### src/rtl/network_idle_detector.sv
// rtl/network_idle_detector.sv - quiescence detector for a dataflow network of actor triggers
// Optional statistics outputs (fire_count, quiesce_count) are built when NETWORK_IDLE_STATS_EN is defined.
module network_idle_detector #(
  parameter int NUM_ACTORS = 4,
  parameter int HOLDOFF    = 2
) (
  input  logic                  ap_clk,
  input  logic                  ap_rst,
  input  logic                  ap_start,
  input  logic [NUM_ACTORS-1:0] actor_done,
  input  logic [NUM_ACTORS-1:0] actor_executed,
  output logic                  network_idle,
  output logic [NUM_ACTORS-1:0] quiet_mask
`ifdef NETWORK_IDLE_STATS_EN
  ,
  output logic [31:0]           fire_count,
  output logic [15:0]           quiesce_count
`endif
);

  typedef enum logic [1:0] {
    S_IDLE      = 2'd0,
    S_TRACKING  = 2'd1,
    S_QUIESCENT = 2'd2
  } state_t;

  localparam logic [7:0] HOLD = 8'(HOLDOFF);

  state_t                  state, state_d;
  logic [NUM_ACTORS-1:0]   mask_d;
  logic [7:0]              count, count_d;
  logic                    idle_d;
  logic                    fire;
  logic [NUM_ACTORS-1:0]   quiet_set;
  logic [NUM_ACTORS-1:0]   merged_mask;
  logic                    all_quiet;

  // Classify this cycle's completions; executed bits are masked by done so X is harmless
  always_comb begin
    fire        = |(actor_done & actor_executed);
    quiet_set   = actor_done & ~actor_executed;
    merged_mask = quiet_mask | quiet_set;
    all_quiet   = &merged_mask;
  end

  // State register plus the tracking datapath (mask, hold-off counter, idle flag)
  always_ff @(posedge ap_clk) begin
    if (ap_rst) begin
      state        <= S_IDLE;
      quiet_mask   <= '0;
      count        <= '0;
      network_idle <= 1'b0;
    end else begin
      state        <= state_d;
      quiet_mask   <= mask_d;
      count        <= count_d;
      network_idle <= idle_d;
    end
  end

  // Next-state logic: start wins over dones, fire wins over quiet bits.
  // The merged mask is used so the final quiet bit already starts the hold-off;
  // with HOLDOFF=0 the idle flag then rises the cycle right after that bit.
  always_comb begin
    state_d = state;
    mask_d  = quiet_mask;
    count_d = count;
    if (ap_start) begin
      state_d = S_TRACKING;
      mask_d  = '0;
      count_d = '0;
    end else begin
      case (state)
        S_TRACKING: begin
          if (fire) begin
            mask_d  = '0;
            count_d = '0;
          end else begin
            mask_d = merged_mask;
            if (all_quiet) begin
              if (count == HOLD) state_d = S_QUIESCENT;
              else               count_d = count + 8'd1;
            end
          end
        end
        S_QUIESCENT: begin
          if (fire) begin
            state_d = S_TRACKING;
            mask_d  = '0;
            count_d = '0;
          end
        end
        default: begin
          state_d = state;
        end
      endcase
    end
  end

  // Output logic: idle flag is registered from the next state, never from inputs directly
  always_comb begin
    idle_d = (state_d == S_QUIESCENT);
  end

`ifdef NETWORK_IDLE_STATS_EN
  // Saturating statistics, cleared on reset and on every new run
  always_ff @(posedge ap_clk) begin
    if (ap_rst || ap_start) begin
      fire_count    <= '0;
      quiesce_count <= '0;
    end else begin
      if (state != S_IDLE && fire && fire_count != '1)
        fire_count <= fire_count + 32'd1;
      if (state == S_TRACKING && state_d == S_QUIESCENT && quiesce_count != '1)
        quiesce_count <= quiesce_count + 16'd1;
    end
  end
`endif

endmodule

### config.mk
export PLATFORM = sky130hd
export DESIGN_NAME = network_idle_detector
export DESIGN_NICKNAME = d
export VERILOG_FILES = /design/src/rtl/network_idle_detector.sv
export SDC_FILE = /design/constraint.sdc
export NUM_CORES = 1
export LEC_CHECK = 0
export ABC_AREA = 1
export CORE_ASPECT_RATIO = 0.8
export CORE_MARGIN = 2
export CORE_UTILIZATION = 57
export CTS_BUF_LIST = sky130_fd_sc_hd__clkbuf_16
export CTS_CLUSTER_SIZE = 16
export DETAILED_ROUTE_END_ITERATION = 16
export GPL_TIMING_DRIVEN = 0
export HOLD_SLACK_MARGIN = 0.12
export PLACE_DENSITY = 0.95
export RECOVER_POWER = 25
export SYNTH_ARGS = -nofsm -noshare
export SYNTH_HDL_FRONTEND = slang
export SYNTH_SLANG_ARGS = --single-unit
### constraint.sdc
create_clock -name ap_clk -period 3.05 [get_ports ap_clk]
set_clock_uncertainty 0.15 [all_clocks]
set_input_delay 0.61 -clock ap_clk [delete_from_list [all_inputs] [get_ports ap_clk]]
set_output_delay 0.61 -clock ap_clk [all_outputs]
set_load 0.02 [all_outputs]
Word-level counts from Yosys, hierarchy flattened
Index checks and enable logic that the tools add are counted.

storage, ports and cells
  register bits after elaboration = 15
  output and inout port bits = 5

operators by class
  $add $sub $neg = 1
  eq/ne operators = 7
  multiplexer cells = 14
  bitwise operators = 4
  reduce and logical (&&, ||, !) cells = 6

operator list
  operator                                       count
  two-way mux 8 bit                              4
  one-hot mux 8 bit (2 select lines)             1
  two-way mux 2 bit                              5
  adder 8 x 1 -> 8 bit, second input constant    1
  AND 4 bit                                      2
  == test 8 x 2 -> 1 bit, second input constant  1
  two-way mux 4 bit                              2
  one-hot mux 4 bit (2 select lines)             1
  AND reduction 4 bit                            2
  inequality test 3 bit, second input constant   2
  == test 2 bit, second input constant           2
  NOT 4 bit                                      1
  bitwise OR 4 bit                               1
  one-hot mux 2 bit (2 select lines)             1
  OR reduction 4 bit                             1
  == test 2 x 1 -> 1 bit, second input constant  1
  inequality test 2 bit, second input constant   1
  AND reduction 2 bit                            1
  nonzero test 2 bit                             1
  OR reduction 2 bit                             1

Longest topological paths before layout
Gate-level depths: netlist of run 1.

  word-level depth = 9
  depth in mapped cells = 12
  depth with buffers taken out = 12

Worst setup path after synthesis of run 1
No wires, ideal clock.

  kind = input to register
  start point = input actor_executed[3]
  end point = register count[7]
  setup time = 0.110 ns
  arrival time = 1.343 ns
  required time = 2.790 ns
  slack = 1.447 ns
  stages on the path = 11
  buffers on the path = 1
  cells stage by stage = inv_1 nand2_1 nand2_1 nand2_1 nor2_2 nand2_1 nand2_2 buf_6 nand3_1 nand2_1 nor2_2

between the ends
  word-level cells in the longest chain between the ends = 6
  elaborated cells on any way between the ends = 12

RTL lines
  element                                 RTL line  RTL
  from (decl)                             11        input logic [NUM_ACTORS-1:0] actor_executed,
  NOT 4 bit                               41        quiet_set = actor_done & ~actor_executed;
  AND 4 bit                               41
  bitwise OR 4 bit                        42        merged_mask = quiet_mask | quiet_set;
  AND reduction 4 bit                     43        all_quiet = &merged_mask;
  inequality test 3 bit (no source line)  -
  AND reduction 4 bit (no source line)    -
  to (signal assigned)                    56        count <= count_d;
  to (decl)                               31        logic [7:0] count, count_d;

Parallel ways exist; a longest one is shown, timed or not.
A chain may end at the register's enable or synchronous reset.

Worst setup path after layout of run 1
  start point = input actor_executed[0]
  end point = register count[0]

The elaborated chain is that of the path after synthesis.

==> results.py, run 1 <==
metrics = {
    "clock_network": {
        "cts_resized": 0,
        "clock_path_buffers": 2,
        "cts_root_buf": "clkbuf_16",
        "postCtsHoldBufs": 0,
        "cts_tree": "built",
        "ctsHtreeMaxLevel": 1,
        "cts_buffers": 3,
        "clock_latency_ns": 0.25,
        "post_cts_buffers": 0,
        "clk_pin_slew_worst_paths_ns": 0.05,
        "cts_sinks": 15,
    },
    "global_routing": {
        "grt.total_usage_pct": 24.4,
        "antenna_found_initial": 0,
        "grt_overflow_total": 0,
        "grt_pass1_wl_mm": 4.08,
        "grt_max_degree": 11,
        "grt_pass1_vias": 1017,
    },
    "sta": {
        "finalMaxSlewViolations": 0,
        "fin_crit_ns": 2.11,
        "rsz0062_at_grt": "false",
        "clock.fmax_ghz": 0.473,
        "finalSetupTns_ns": 0,
        "finalSetupViolCount": 0,
        "finalCritPeriodShare_pct": 69.3,
        "setup_slack_ns": 0.937,
        "hold_viol": 0,
        "worst_pin_slew_ns": 0.442,
        "slew_headroom_pct": 70.5,
    },
    "layout": {
        "nNetsFinal": 202,
        "drive_above_1_share_pct": 13.4,
        "diodes": 0,
        "synthToLayoutAreaGrowth_pct": 23.7,
    },
    "critical_path": {
        "endpoint_kind": "register",
        "cp_common_cell": "nand2_1",
        "crit_slowest_cell": "clkdlybuf4s50_1",
        "path_cells": "clkdlybuf4s50_1 > nand2_1 > nand2_1 > inv_2 > nand2_1 > nand2_4 > o21ai_4 > buf_6 > nand3_1 > nand2_1 > nor2_1",
        "path_buf_inv": 3,
        "critPathLaunchType": "primary input",
        "arrival_ns": 2.10,
        "crit_type": "primary input to register",
        "r2r_slack_ns": 1.37,
        "cp.required_ns": 3.04,
        "crit_path_max_fanout": 10,
        "cp_top_family": "buffers and inverters",
        "slowest_delay_ns": 0.49,
    },
    "power_and_ir_drop": {
        "p_total_uw": 531,
        "seqPwrFrac_pct": 38.0,
        "powerDensity_nw_per_um2": 406,
        "internal_power_uw": 405,
        "swShare_pct": 23.7,
        "ir_drop_mv": 0.527,
        "p_leak_nw": 0.602,
        "combPwrFrac_pct": 14.1,
        "switchingPower_uw": 126,
        "pwr-share-clk_pct": 47.9,
    },
    "die": {
        "initial_utilization_pct": 62.5,
        "dieWidth_um": 52.2,
        "rows": 13,
        "chipHeight_um": 42.5,
        "die_area_um2": 2220,
        "io-pin-count": 16,
        "coreArea_um2": 1690,
    },
    "yosys": {
        "ys_top_cells_by_area": "dfxtp_1 28%, nand2_1 20%, inv_1 9.6%, nor2_1 6.0%, ha_1 4.7%",
        "syn_area_per_cell_um2": 6.33,
        "synthCells": 167,
        "synth_most_common_cell": "nand2_1",
        "syn-cell-area_um2": 1060,
        "yosysSeqAreaShare_pct": 28.4,
        "postSynth.asyncResetShare_pct": 0,
        "synth_nets": 182,
        "ys_types": 25,
        "synth_area_leader_cell": "dfxtp_1",
        "synth_top_cell_area_share_pct": 28.4,
        "yosysWarnings": 0,
        "synth_flop_cell": "dfxtp_1",
        "synth_edf_count": 0,
        "synth_common_cells": "56 x nand2_1, 27 x inv_1, 17 x nor2_1, 15 x dfxtp_1, 10 x nand3_1",
        "ys_ff_latch": 15,
    },
    "detailed_routing": {
        "wire_per_inst_um": 11.5,
        "vias": 1070,
        "drtPass1Iterations": 4,
        "drt_iter0_markers": 64,
        "antenna_left": 0,
        "drc_errors": 0,
        "wirelength_mm": 2.40,
        "avgViaCountPerCell": 5.14,
    },
    "place": {
        "hpwl_mm": 1.76,
        "gp_congestion": 0.925,
        "numPortBuffers": 15,
        "pre_cts_slack_ns": 0.799,
    },
    "outcome": {
        "status": "finished, final reports clean",
    },
    "job": {
        "maxCapViolCount": 0,
    },
    "worst_hold_path": {
        "hold_class": "register to register",
    },
}
-- cell families after synthesis --
group           count (synthesis)  share of synthesized area [%]
simple gates                  100                           44.0
fa+ha+maj                       4                           4.73
buf+inv                        33                           13.6
xor+xnor                        1                          0.829
flops                          15                           28.4
compound gates                 14                           8.40
-- layout make-up --
cell class | instances | area (um^2)
multi-input cells | 119 | 606
fillers | 126 | 384
flip-flops and latches | 15 | 300
repair buffers | 15 | 150
inverters | 29 | 109
clock buffers | 3 | 75.1
plain buffers | 4 | 35.0
well taps | 22 | 27.5
clock inverters | 1 | 5.00
-- per-stage QoR --
step | instances | hold WS [ns] | util, % | area (um^2)
5_1_grt | 208 | 0.346 | 77.3 | 1310
4_1_cts | 208 | 0.325 | 77.7 | 1320
3_3_place_gp | 204 | 0.304 | 73.0 | 1230
3_5_place_dp | 204 | 0.318 | 73.0 | 1230
2_1_floorplan | 167 | 0.304 | - | 1060
6_report | 208 | 0.318 | 77.3 | 1310
-- worst reg2reg max path: stages (launching register included) --
cell     delay (ns)
dfxtp_1        0.35
inv_1          0.06
ha_1           0.18
buf_2          0.18
o21ai_4        0.23
buf_6          0.18
nand3_1        0.10
nand2_1        0.09
nor2_1         0.05
-- power groups by stage --
stage                     clock network [mW]  registers [mW]  logic, mW
after floorplan                            0           0.205     0.0498
after global placement                     0           0.205     0.0727
after detailed placement                   0           0.205     0.0755
after CTS                              0.259           0.201     0.0763
after global routing                   0.266           0.201     0.0837
final                                  0.254           0.202     0.0749
-- state kept, by name (all words and copies together), names as in the netlist --
register / count
count: 8
quiet_mask: 4
state: 2
network_idle: 1
-- cells in the final DEF (no fill, tap or decap) --
| cell | n |
|---|---|
| nor2_1 | 17 |
| nand4_2 | 1 |
| nand3b_1 | 1 |
| nand2_1 | 57 |
| clkbuf_16 | 3 |
| nand2_4 | 1 |
| nand3_2 | 5 |
| buf_6 | 2 |
| xnor2_1 | 1 |
| buf_2 | 1 |
| clkinv_2 | 1 |
| ha_1 | 4 |
| nor2_2 | 5 |
| nand2_2 | 1 |
| clkdlybuf4s50_1 | 11 |
| dlygate4sd3_1 | 4 |
| o21ai_0 | 2 |
| o21ai_4 | 1 |
| o21bai_2 | 1 |
| inv_1 | 27 |
| nand4_1 | 1 |
| a21oi_1 | 8 |
| nor3_1 | 1 |
| buf_4 | 1 |
| nand3_1 | 10 |
| a31oi_1 | 1 |
| inv_2 | 2 |
| o21ai_1 | 1 |
| dfxtp_1 | 15 |
-- worst paths after layout --
kind,startpoint,to,depth (start not counted)
max,actor_executed[0],count[0],11
min,quiet_mask[3],quiet_mask[3],2
max reg2reg,state[0],count[0],8
min reg2reg,quiet_mask[3],quiet_mask[3],2
-- layer usage --
metal | part of all wire [%] | GRT usage, % | up-vias
li1 | - | - | 546
met4 | 1.7 | 9.23 | 0
met5 | 0 | 0 | -
met3 | 6.7 | 6.07 | 8
met2 | 50 | 42.8 | 36
met1 | 42 | 28.2 | 480
(Power assumes the default switching activity.)
==> inputs of run 2 (changes only) <==
--- a/config.mk
+++ b/config.mk
@@ -8,13 +8,13 @@
 export ABC_AREA = 1
 export CORE_ASPECT_RATIO = 0.8
 export CORE_MARGIN = 2
-export CORE_UTILIZATION = 57
+export CORE_UTILIZATION = 53
 export CTS_BUF_LIST = sky130_fd_sc_hd__clkbuf_16
 export CTS_CLUSTER_SIZE = 16
 export DETAILED_ROUTE_END_ITERATION = 16
 export GPL_TIMING_DRIVEN = 0
 export HOLD_SLACK_MARGIN = 0.12
-export PLACE_DENSITY = 0.95
+export PLACE_DENSITY = 0.9
 export RECOVER_POWER = 25
 export SYNTH_ARGS = -nofsm -noshare
 export SYNTH_HDL_FRONTEND = slang
==> constraint.sdc (replaced) <==
create_clock -name ap_clk -period 2 [get_ports ap_clk]
set_clock_uncertainty 0.15 [all_clocks]
set_input_delay 0.4 -clock ap_clk [delete_from_list [all_inputs] [get_ports ap_clk]]
set_output_delay 0.4 -clock ap_clk [all_outputs]
set_load 0.02 [all_outputs]
==> run 2 against run 1 <==
Critical path type unchanged. Die area up 6.9%. Critical path depth down 5. Global-route usage down 0.16 points. Routed wire length down 0.63%. Sequential power up 52%. Final cell count up 0.96%. Largest power group unchanged. Worst setup slack worse by 0.77 ns. Largest cell class unchanged.
==> results.py, run 2 (synthesized netlist as in run 1, its figures left out) <==
metrics = {
    "outcome": {
        "status": "finished, final reports clean",
    },
    "layout": {
        "mostFrequentLayoutCell": "nand2_1",
        "synthToLayoutAreaGrowth_pct": 24.5,
        "nNetsFinal": 202,
        "top_register": "count",
        "multiInputGateArea_um2": 613,
        "register_area_um2": 300,
        "layout_common_cells": "56 x nand2_1, 28 x inv_1, 17 x nor2_1, 15 x dfxtp_1",
        "n_fill_cell": 142,
        "drive_above_1_share_pct": 13.4,
        "reg_top3": "count x8, quiet_mask x4, state x2",
        "diodes": 0,
        "largest_reg_flops": 8,
    },
    "critical_path": {
        "setup.worst_path.end": "network_idle",
        "r2r_slack_ns": 0.30,
        "crit_path_max_fanout": 10,
        "timing.rr.end": "quiet_mask[1]",
        "critPathLaunchType": "primary input",
        "worst-r2r-cell-count": 9,
        "crit_type": "primary input to register",
        "cp.depth": 6,
        "arrival_ns": 1.87,
        "timing.rr.start": "state[0]",
        "slowest_delay_ns": 0.56,
        "endpoint_kind": "register",
        "path_buf_inv": 2,
        "critPathLaunch": "ap_start",
        "cp.required_ns": 2.03,
        "crit_slowest_cell": "dlygate4sd3_1",
        "path_cells": "dlygate4sd3_1 > nor2_2 > inv_1 > a31oi_1 > nand2_1 > nor2_1",
        "cp_top_family": "buffers and inverters",
    },
    "clock_network": {
        "clock_path_buffers": 2,
        "post_cts_buffers": 0,
        "cts_sinks": 15,
        "clk_pin_slew_worst_paths_ns": 0.05,
        "cts_resized": 0,
        "postCtsHoldBufs": 0,
        "clock_latency_ns": 0.24,
        "cts_root_buf": "clkbuf_16",
        "cts_buffers": 3,
        "cts_tree": "built",
        "ctsHtreeMaxLevel": 1,
    },
    "die": {
        "chipHeight_um": 44.0,
        "io-pin-count": 16,
        "dieWidth_um": 53.9,
        "rows": 14,
        "coreArea_um2": 1870,
        "initial_utilization_pct": 56.4,
        "die_area_um2": 2370,
    },
    "sta": {
        "slew_headroom_pct": 71.2,
        "finalCritPeriodShare_pct": 91.9,
        "worst_pin_slew_ns": 0.432,
        "hold_viol": 0,
        "finalMaxSlewViolations": 0,
        "worst_hold_slack_ns": 0.327,
        "clock.fmax_ghz": 0.544,
        "setup_slack_ns": 0.163,
        "rsz0062_at_grt": "false",
        "fin_crit_ns": 1.84,
        "finalSetupViolCount": 0,
    },
    "place": {
        "gp_congestion": 0.913,
        "hpwl_mm": 1.72,
        "numPortBuffers": 15,
        "pre_cts_slack_ns": -0.0188,
    },
    "global_routing": {
        "grt_overflow_total": 0,
        "grt.total_usage_pct": 24.3,
        "grt_max_degree": 11,
        "antenna_found_initial": 0,
        "grt_pass1_vias": 1081,
        "grt_pass1_wl_mm": 4.21,
    },
    "detailed_routing": {
        "wire_per_inst_um": 11.3,
        "antenna_left": 0,
        "drtPass1Iterations": 4,
        "vias": 1085,
        "drt_iter0_markers": 24,
        "drc_errors": 0,
        "avgViaCountPerCell": 5.17,
        "wirelength_mm": 2.38,
    },
    "power_and_ir_drop": {
        "powerDensity_nw_per_um2": 613,
        "ir_drop_mv": 0.497,
        "p_leak_nw": 0.607,
    },
    "worst_hold_path": {
        "hold_class": "register to register",
        "worstHoldStart": "quiet_mask[0]",
    },
    "job": {
        "maxCapViolCount": 0,
    },
}
run 2: changes by cell type in the layout (fill, tap and decap cells not counted), sizes merged:
| cell | change |
|---|---|
| clkinv | -1 |
| dlygate4sd3 | +1 |
| inv | +1 |
| clkdlybuf4s50 | -1 |
run 2: area by class of cell:
type / instances / area share [%]
Tap cell: 24 / 2.28
Clock buffer: 3 / 5.70
Sequential cell: 15 / 22.8
Timing Repair Buffer: 15 / 11.4
Clock inverter: 1 / 0.285
Buffer: 4 / 2.66
Multi-Input combinational cell: 119 / 46.6
Inverter: 29 / 8.27
run 2: worst min-delay path, cell delays in order, from the launching register on:
cell     delay (ns)
dfxtp_1        0.31
nand2_1        0.06
a21oi_1        0.06
run 2: worst min-delay path by stage:
stage / to / slack, ns / cells after the start
final: quiet_mask[0] / 0.33 / 2
after detailed placement: quiet_mask[1] / 0.32 / 2
after global placement: quiet_mask[3] / 0.31 / 2
after floorplan: count[4] / 0.30 / 2
after CTS: quiet_mask[0] / 0.33 / 2
after global routing: quiet_mask[3] / 0.36 / 2
run 2: where the power goes:
part           switching [mW]  internal (mW)
logic                  0.0690         0.0483
clock network           0.118          0.264
registers             0.00380          0.303
total                   0.190          0.616
run 2: metal layers:
metal	vias to the layer above	GRT usage (%)	wire [um]
met1	479	27.8	1010
met4	0	13.8	48
li1	549	-	-
met2	48	40.7	1160
met5	-	0	0
met3	9	5.86	156
run 2: through the flow:
step / area (um^2) / power, mW / setup TNS (ns) / util, % / instances
after floorplan: 1060 / 0.389 / 0 / - / 167
after global placement: 1240 / 0.424 / 0 / 66.0 / 206
after detailed placement: 1240 / 0.429 / -0.0681 / 66.0 / 206
after CTS: 1320 / 0.809 / 0 / 70.2 / 210
after global routing: 1320 / 0.839 / 0 / 70.2 / 210
final: 1320 / 0.807 / 0 / 70.2 / 210
==> inputs of run 3 (changes only) <==
--- a/config.mk
+++ b/config.mk
@@ -7,7 +7,7 @@
 export LEC_CHECK = 0
 export ABC_AREA = 1
 export CORE_ASPECT_RATIO = 0.8
-export CORE_MARGIN = 2
+export CORE_MARGIN = 1
 export CORE_UTILIZATION = 53
 export CTS_BUF_LIST = sky130_fd_sc_hd__clkbuf_16
 export CTS_CLUSTER_SIZE = 16
==> run 3 against run 2 <==
Flip-flop and latch count did not move. Die area fell by 8.1%. Design area barely moved. Clock-buffer cell count did not move. Register-to-register slack barely moved. Fmax rose by 0.78%. Via count fell by 1.2%. Combinational power barely moved. Critical path depth fell by 5. Global-route usage rose by 1.5 points. Routed wire length rose by 4.5%. Sequential share of layout area barely moved. Critical path type is now register to primary output. Largest cell class unchanged. Highest routed layer unchanged.
==> results.py, run 3 (synthesized netlist as in run 1, its figures left out) <==
metrics = {
    "outcome": {
        "status": "finished, final reports clean",
    },
    "place": {
        "numPortBuffers": 15,
        "hpwl_mm": 1.86,
        "gp_congestion": 0.914,
    },
    "clock_network": {
        "cts_root_buf": "clkbuf_16",
        "post_cts_buffers": 0,
        "postCtsHoldBufs": 0,
        "clock_latency_ns": 0.25,
        "cts_sinks": 15,
        "clock_path_buffers": 2,
        "cts_resized": 0,
        "ctsHtreeMaxLevel": 1,
        "clk_pin_slew_worst_paths_ns": 0.05,
        "cts_buffers": 3,
        "cts_tree": "built",
    },
    "critical_path": {
        "path_cells": "dlygate4sd3_1",
        "cp_top_family": "buffers and inverters",
        "slowest_delay_ns": 0.69,
        "crit_type": "register to primary output",
        "cp.required_ns": 1.45,
        "crit_path_max_fanout": 3,
        "arrival_ns": 1.27,
        "crit_slowest_cell": "dlygate4sd3_1",
        "critPathLaunchType": "register",
        "path_buf_inv": 1,
        "endpoint_kind": "primary output",
    },
    "layout": {
        "n_fill_cell": 163,
        "largest_reg_flops": 8,
        "drive_above_1_share_pct": 14.0,
        "synthToLayoutAreaGrowth_pct": 24.6,
        "diodes": 0,
        "mostFrequentLayoutCell": "nand2_1",
        "top_register": "count",
        "post-route-util_pct": 70.3,
        "reg_top3": "count x8, quiet_mask x4, state x2",
        "nNetsFinal": 202,
        "layout_common_cells": "56 x nand2_1, 27 x inv_1, 17 x nor2_1, 15 x dfxtp_1, 11 x clkdlybuf4s50_1",
    },
    "power_and_ir_drop": {
        "p_total_uw": 817,
        "swShare_pct": 24.3,
        "ir_drop_mv": 0.663,
        "p_leak_nw": 0.606,
        "combPwrFrac_pct": 14.5,
        "pwr-share-clk_pct": 47.9,
        "switchingPower_uw": 199,
        "seqPwrFrac_pct": 37.5,
        "powerDensity_nw_per_um2": 620,
        "internal_power_uw": 619,
    },
    "sta": {
        "worst_hold_slack_ns": 0.321,
        "slew_headroom_pct": 70.4,
        "finalCritPeriodShare_pct": 91.2,
        "hold_viol": 0,
        "finalSetupTns_ns": 0,
        "worst_pin_slew_ns": 0.443,
        "clock.fmax_ghz": 0.548,
        "fin_crit_ns": 1.82,
        "finalSetupViolCount": 0,
        "rsz0062_at_grt": "false",
        "finalMaxSlewViolations": 0,
    },
    "die": {
        "die_area_um2": 2180,
        "chipHeight_um": 42.0,
        "dieWidth_um": 51.9,
        "io-pin-count": 16,
        "coreArea_um2": 1870,
        "initial_utilization_pct": 56.4,
        "rows": 14,
    },
    "detailed_routing": {
        "drt_iter0_markers": 26,
        "antenna_left": 0,
        "wire_per_inst_um": 11.9,
        "wl_met1_mm": 1.01,
        "drc_errors": 0,
        "route.met3.wl_um": 142,
        "highest_layer": "met4",
        "avgViaCountPerCell": 5.10,
        "vias": 1072,
        "wl_met2_mm": 1.24,
        "drtPass1Iterations": 4,
        "wirelength_mm": 2.49,
    },
    "job": {
        "maxCapViolCount": 0,
    },
    "worst_hold_path": {
        "hold_class": "register to register",
    },
    "global_routing": {
        "grt_overflow_total": 0,
        "grt_max_degree": 11,
        "grt_pass1_wl_mm": 4.08,
        "antenna_found_initial": 0,
        "grt_pass1_vias": 974,
        "grt.total_usage_pct": 25.8,
    },
}
run 3: cell count changes in the layout (fill, tap and decap cells not counted):
cell,delta
inv_1,-1
clkinv_2,+1
clkdlybuf4s50_1,+1
dlygate4sd3_1,-1
run 3: final cells by class:
type                    count  area (um^2)  area share [%]
well taps                  24         30.0            2.28
repair buffers             15          150            11.4
clock buffers               3         75.1            5.70
inverters                  29          109            8.26
clock inverters             1         5.00           0.380
multi-input cells         119          613            46.5
flip-flops and latches     15          300            22.8
plain buffers               4         35.0            2.66
run 3: power by group through the flow:
stage | combinational, mW | sequential (mW) | clock (mW)
finish | 0.119 | 0.307 | 0.392
global route | 0.131 | 0.307 | 0.407
CTS | 0.118 | 0.307 | 0.398
detailed placement | 0.116 | 0.313 | 0
global placement | 0.111 | 0.312 | 0
floorplan | 0.0759 | 0.313 | 0
run 3: per-layer routing:
| layer | track usage [%] | vias to the layer above |
|---|---|---|
| met4 | 13.0 | 0 |
| met2 | 45.4 | 34 |
| li1 | - | 549 |
| met1 | 28.3 | 476 |
| met3 | 5.86 | 13 |
| met5 | 0 | - |
run 3: path summary, 6_finish.rpt:
path / from / cells after the start / slack (ns) / end
max: quiet_mask[1] / 1 / 0.18 / quiet_mask[1]
min: quiet_mask[2] / 2 / 0.32 / quiet_mask[2]
max reg2reg: state[0] / 8 / 0.31 / quiet_mask[0]
min reg2reg: quiet_mask[2] / 2 / 0.32 / quiet_mask[2]
run 3: stage by stage:
step,worst slack (ns),cell area (um^2),std cells
after floorplan,0.509,1060,167
final,0.177,1320,210
after CTS,0.196,1320,210
after global placement,0.0143,1240,206
after detailed placement,-0.0548,1240,206
after global routing,0.0827,1320,210
run 3: worst register-to-register path, delay by kind of cell, from the launching register on:
family | cells | cell delay, ns
adder cells (fa/ha/maj) | 1 | 0.19
AO/OA/AOI/OAI | 2 | 0.30
flip-flops | 1 | 0.33
buffers and inverters | 4 | 0.53
AND/OR/NAND/NOR | 1 | 0.08
==> variant 1, RTL diff (settings of run 2) <==
The option `NETWORK_IDLE_STATS_EN` is turned on by a define.
--- a/src/rtl/network_idle_detector.sv
+++ b/src/rtl/network_idle_detector.sv
@@ -1,5 +1,7 @@
 // rtl/network_idle_detector.sv - quiescence detector for a dataflow network of actor triggers
 // Optional statistics outputs (fire_count, quiesce_count) are built when NETWORK_IDLE_STATS_EN is defined.
+`define NETWORK_IDLE_STATS_EN
+
 module network_idle_detector #(
   parameter int NUM_ACTORS = 4,
   parameter int HOLDOFF    = 2
Behaviour (old outputs only; new: fire_count and quiesce_count): unchanged (equiv_simple and equiv_induct, registers matched by name and starting in step).
==> variant 1 against run 2 <==
First-iteration DRC count rose to 13 times the old value; combinational power is 140% higher; count of clock-buffer cells in the layout increased by 6; final area rose to 4.0 times the old value; cell count increased to 3.5 times the old value; sequential cell count rose by 48; the run now ends with negative setup slack left; worst hold slack lost 0.0037 ns; wire length grew to 5.4 times the old value; non-clock buffer count up 75; setup slack worse by 0.23 ns; total power grew to 3.6 times the old value; largest power group unchanged; area after synthesis rose to 3.6 times the old value.
==> variant 1: results (changes against run 2) <==
Lkg Pwr = 1.87 nW (+210%)
Syn Nets = 579 (+220%)
setup TNS = -0.592 ns (-0.592 ns)
CP max stage cell = dfxtp_2
Final Util = 76.8% (+6.6 points)
final setup margin = -0.0655 ns (-0.228 ns)
NumNets Final = 670 (+230%)
Setup Viol. Count Final = 15 (+15)
status = finished, violations left
crit path DAT = 2.12 ns (+0.25 ns)
Via Count = 4,486 (+310%)
GRT Util Overall = 28.1% (+3.8 points)
First-pass DRT Iterations = 7 (+3)
Non-Filler Instances = 742 (+250%)
measured slew at the worst slew-check pin = 0.528 ns (+0.0967 ns)
synth cell count leaders = nand2_1 (168), dfxtp_1 (63), nor2_1 (60)
first-pass GRT wire length = 18.0 mm (+330%)
Post-Place Cells = 711 (+250%)
Seq/Total Area, Yosys = 33.2% (+4.8 points)
Netlist cell types = 36 (+44%)
clk_lat worst skew = 0.34 ns (+0.10 ns)
top post-synthesis cells by area = dfxtp_1 (33%), nand2_1 (17%), nor2_1 (5.9%)
Crit Path Max Fanout = 5 (-5)
Initial DRC Count = 312 (+1200%)
failing checks = negative setup slack
Post-DP Area = 4530 sq um (+270%)
max incr delay on CP = 0.36 ns (-0.20 ns)
Worst path top cell family by delay = simple AND/OR/NAND/NOR gates
pre-CTS setup slack = -0.629 ns (-0.611 ns)
RD Place Congestion = 0.992 (+8.7%)
variant 1: cell count changes after synthesis, sizes merged, moves of 19 or more:
| cell | delta |
|---|---|
| a21oi | +42 |
| nand2 | +113 |
| xor2 | +19 |
| inv | +27 |
| nor2 | +40 |
| nor3 | +20 |
| dfxtp | +48 |
| nand4 | +26 |
variant 1: logic make-up (layout without fill, tap and decap cells):
logic type	Yosys count	count (layout)	share of synthesized area [%]
fa+ha+maj	7	7	2.31
simple gates	318	318	37.0
compound gates	70	70	11.7
flops	63	63	33.2
buf+inv	70	164	8.14
xor+xnor	33	33	7.62
variant 1: layout make-up:
cell class              instances  area share (%)
flip-flops and latches         63            24.3
multi-input cells             428            49.2
clock buffers                   9            4.23
well taps                      87            2.05
plain buffers                  14            2.42
inverters                      56            4.19
clock inverters                 5           0.400
repair buffers                 80            13.2
variant 1: what timing repair did:
action,in CTS,in global routing
buffers inserted,6,11
pin swaps,3,21
hold buffers,0,0
cloned,1,0
gates resized for setup,27,137
setup endpoints to repair,50,71
variant 1: final timing paths:
kind                                from  slack [ns]  cells past startpoint                end
worst max register to register  state[1]       -0.07                     13  quiesce_count[10]
worst min register to register  count[4]        0.32                      2           count[4]
worst max-delay path            state[1]       -0.07                     13  quiesce_count[10]
worst min-delay path            count[4]        0.32                      2           count[4]
variant 1: per-layer routing:
layer,GRT usage (%),share of wire [%],vias to the layer above
met4,12.3,5.0,0
met3,6.48,9.0,78
li1,-,-,2015
met2,46.2,48,314
met1,35.5,38,2079
met5,0,0,-
variant 1: power by group:
part | internal, mW | leakage [nW] | switching [mW]
clock | 0.804 | 0.135 | 0.542
combinational | 0.103 | 1.22 | 0.173
sequential | 1.26 | 0.520 | 0.00726
total | 2.17 | 1.87 | 0.722
==> variant 2, RTL diff (flow settings as in run 2) <==
Made on the original files. One comparison of `count` changes from == to >=.
--- a/src/rtl/network_idle_detector.sv
+++ b/src/rtl/network_idle_detector.sv
@@ -78,7 +78,7 @@
           end else begin
             mask_d = merged_mask;
             if (all_quiet) begin
-              if (count == HOLD) state_d = S_QUIESCENT;
+              if (count >= HOLD) state_d = S_QUIESCENT;
               else               count_d = count + 8'd1;
             end
           end
Behaviour: no difference found for any inputs over 10 cycles, from zero or initial values and one cycle with ap_rst high; that may be too few to reach the edited logic, so the function may still have changed.
==> variant 2 against run 2 <==
Setup slack improved by 0.012 ns; final area decreased by 18%; cell count decreased by 20%; sequential cell count unchanged; area after synthesis decreased by 22%; highest routed layer unchanged; total power decreased by 2.8%; global-route usage decreased by 1.8 points; largest cell class unchanged; wire length decreased by 26%.
==> variant 2: results (changes against run 2) <==
CTS Buf Count = 3 (unchanged)
worst hold stages = 2 (unchanged)
Netlist cell types = 18 (-28%)
Reg clk slew, reported paths = 0.05 ns (about the same)
Setup Fix Bufs, Post-CTS = 0 (unchanged)
Synth Area in Adders = 6.08% (+1.3 points)
pre-CTS setup slack = -0.00354 ns (+0.0152 ns)
routed wire length = 1.76 mm (-26%)
largest net degree at the start of global routing = 9 (-2)
reg2reg end = count[0]
VDD IR max = 0.626 mV (+26%)
first-pass GRT wire length = 2.82 mm (-33%)
Hold WS = 0.287 ns (-0.0400 ns)
measured slew at the worst slew-check pin = 0.361 ns (-0.0707 ns)
CTS Hold Buffers Added = 0 (unchanged)
Via Count = 776 (-28%)
area fraction in compound gates after synthesis = 9.42% (+1.0 points)
Syn Nets = 143 (-21%)
Main synth FF type = dfxtp_1
top post-synthesis cells by area = dfxtp_1 (36%), nand2_1 (21%), nor2_1 (9.6%)
Crit Path Max Fanout = 7 (-3)
r2r setup slk = 0.30 ns (about the same)
First-pass DRT Iterations = 4 (unchanged)
clk_lat worst skew = 0.24 ns (about the same)
depth of the most critical reg-to-reg path = 9 (unchanged)
Lkg Pwr = 0.497 nW (-18%)
R2R Path Start = state[0]
routed len/inst = 10.5 microns (-7.5%)
Seq/Total Area, Yosys = 36.5% (+8.1 points)
PortBufs = 15 (unchanged)
crit path DAT = 1.82 ns (-0.05 ns)
Synth Instances = 128 (-23%)
Sw Ratio = 22.4% (-1.3 points)
Hold Crit Endpoint = count[4]
worst hold path class = reg2reg
status = finished clean
synth cell count leaders = nand2_1 (46), nor2_1 (21), inv_1 (17)
Clock Tree Buf Depth = 2 (unchanged)
Post-DP HPWL = 1.35 mm (-22%)
FFs w/ async S/R, synth = 0% (unchanged)
root buffer cell = clkbuf_16
share of layout cells above drive strength 1 = 10.2% (-3.2 points)
H-tree depth = 1 (unchanged)
RD Place Congestion = 0.790 (-14%)
hold_sp = count[4]
Initial DRC Count = 26 (+8.3%)
xor and xnor area share after synthesis = 0% (-0.83 points)
GRT Util Overall = 22.5% (-1.8 points)
Post-DP Area = 1000 sq um (-19%)
yosys warns = 0 (unchanged)
post-CTS sizing = 0 (unchanged)
largest family of logic cells by synthesized area = simple AND/OR/NAND/NOR gates
vias in the first global route = 726 (-33%)
leading registers by flop count = count (8), quiet_mask (4), state (2)
post-synthesis mux area share = 0% (unchanged)
NumNets Final = 163 (-19%)
variant 2: changes by cell type after synthesis, moves of 4 or more:
cell / delta
inv_1: -10
nor2_1: +4
nand2_1: -10
nand3_1: -7
nand3_2: -5
variant 2: logic make-up after synthesis:
logic type               after synthesis
AND/OR/NAND/NOR                       78
buffers and inverters                 20
flip-flops                            15
AO/OA/AOI/OAI                         11
adder cells (fa/ha/maj)                4
variant 2: worst max-delay path, cell delays in order:
cell             delay (ns)
clkdlybuf4s50_1        0.43
nand2_1                0.08
nand2_1                0.09
inv_1                  0.09
nand2_2                0.12
a21oi_4                0.22
inv_2                  0.09
nand2_4                0.12
inv_2                  0.04
nor2_1                 0.08
nor2_1                 0.05
variant 2: cell type report:
cell class              count  area [sq um]
fillers                   112           348
clock buffers               3          75.1
clock inverters             1          3.75
flip-flops and latches     15           300
repair buffers             15           150
well taps                  21          26.3
inverters                  20          75.1
multi-input cells          93           448
variant 2: power groups by stage:
stage	Sequential (mW)	Clock, mW	Combinational [mW]
6_report	0.306	0.380	0.0978
5_1_grt	0.306	0.403	0.108
4_1_cts	0.306	0.387	0.0978
3_5_place_dp	0.312	0	0.0964
3_3_place_gp	0.312	0	0.0926
2_1_floorplan	0.312	0	0.0602
variant 2: routing by layer:
metal  GRT usage, %  up-vias  routed length, microns
met2           38.7       21                     821
li1               -      425                       -
met5              0        -                       0
met4           12.2        0                      40
met1           24.2      324                     804
met3           6.91        6                      97
variant 2: worst max-delay path by stage:
stage                            from       end  slack (ns)  depth (start not counted)
floorplan                    state[0]  count[1]        0.52                          9
global placement    actor_executed[1]  count[1]        0.03                         11
detailed placement      actor_done[1]  count[0]      -0.004                         11
CTS                 actor_executed[1]  count[0]        0.21                         11
global route        actor_executed[1]  count[0]        0.09                         11
finish              actor_executed[1]  count[0]        0.17                         11
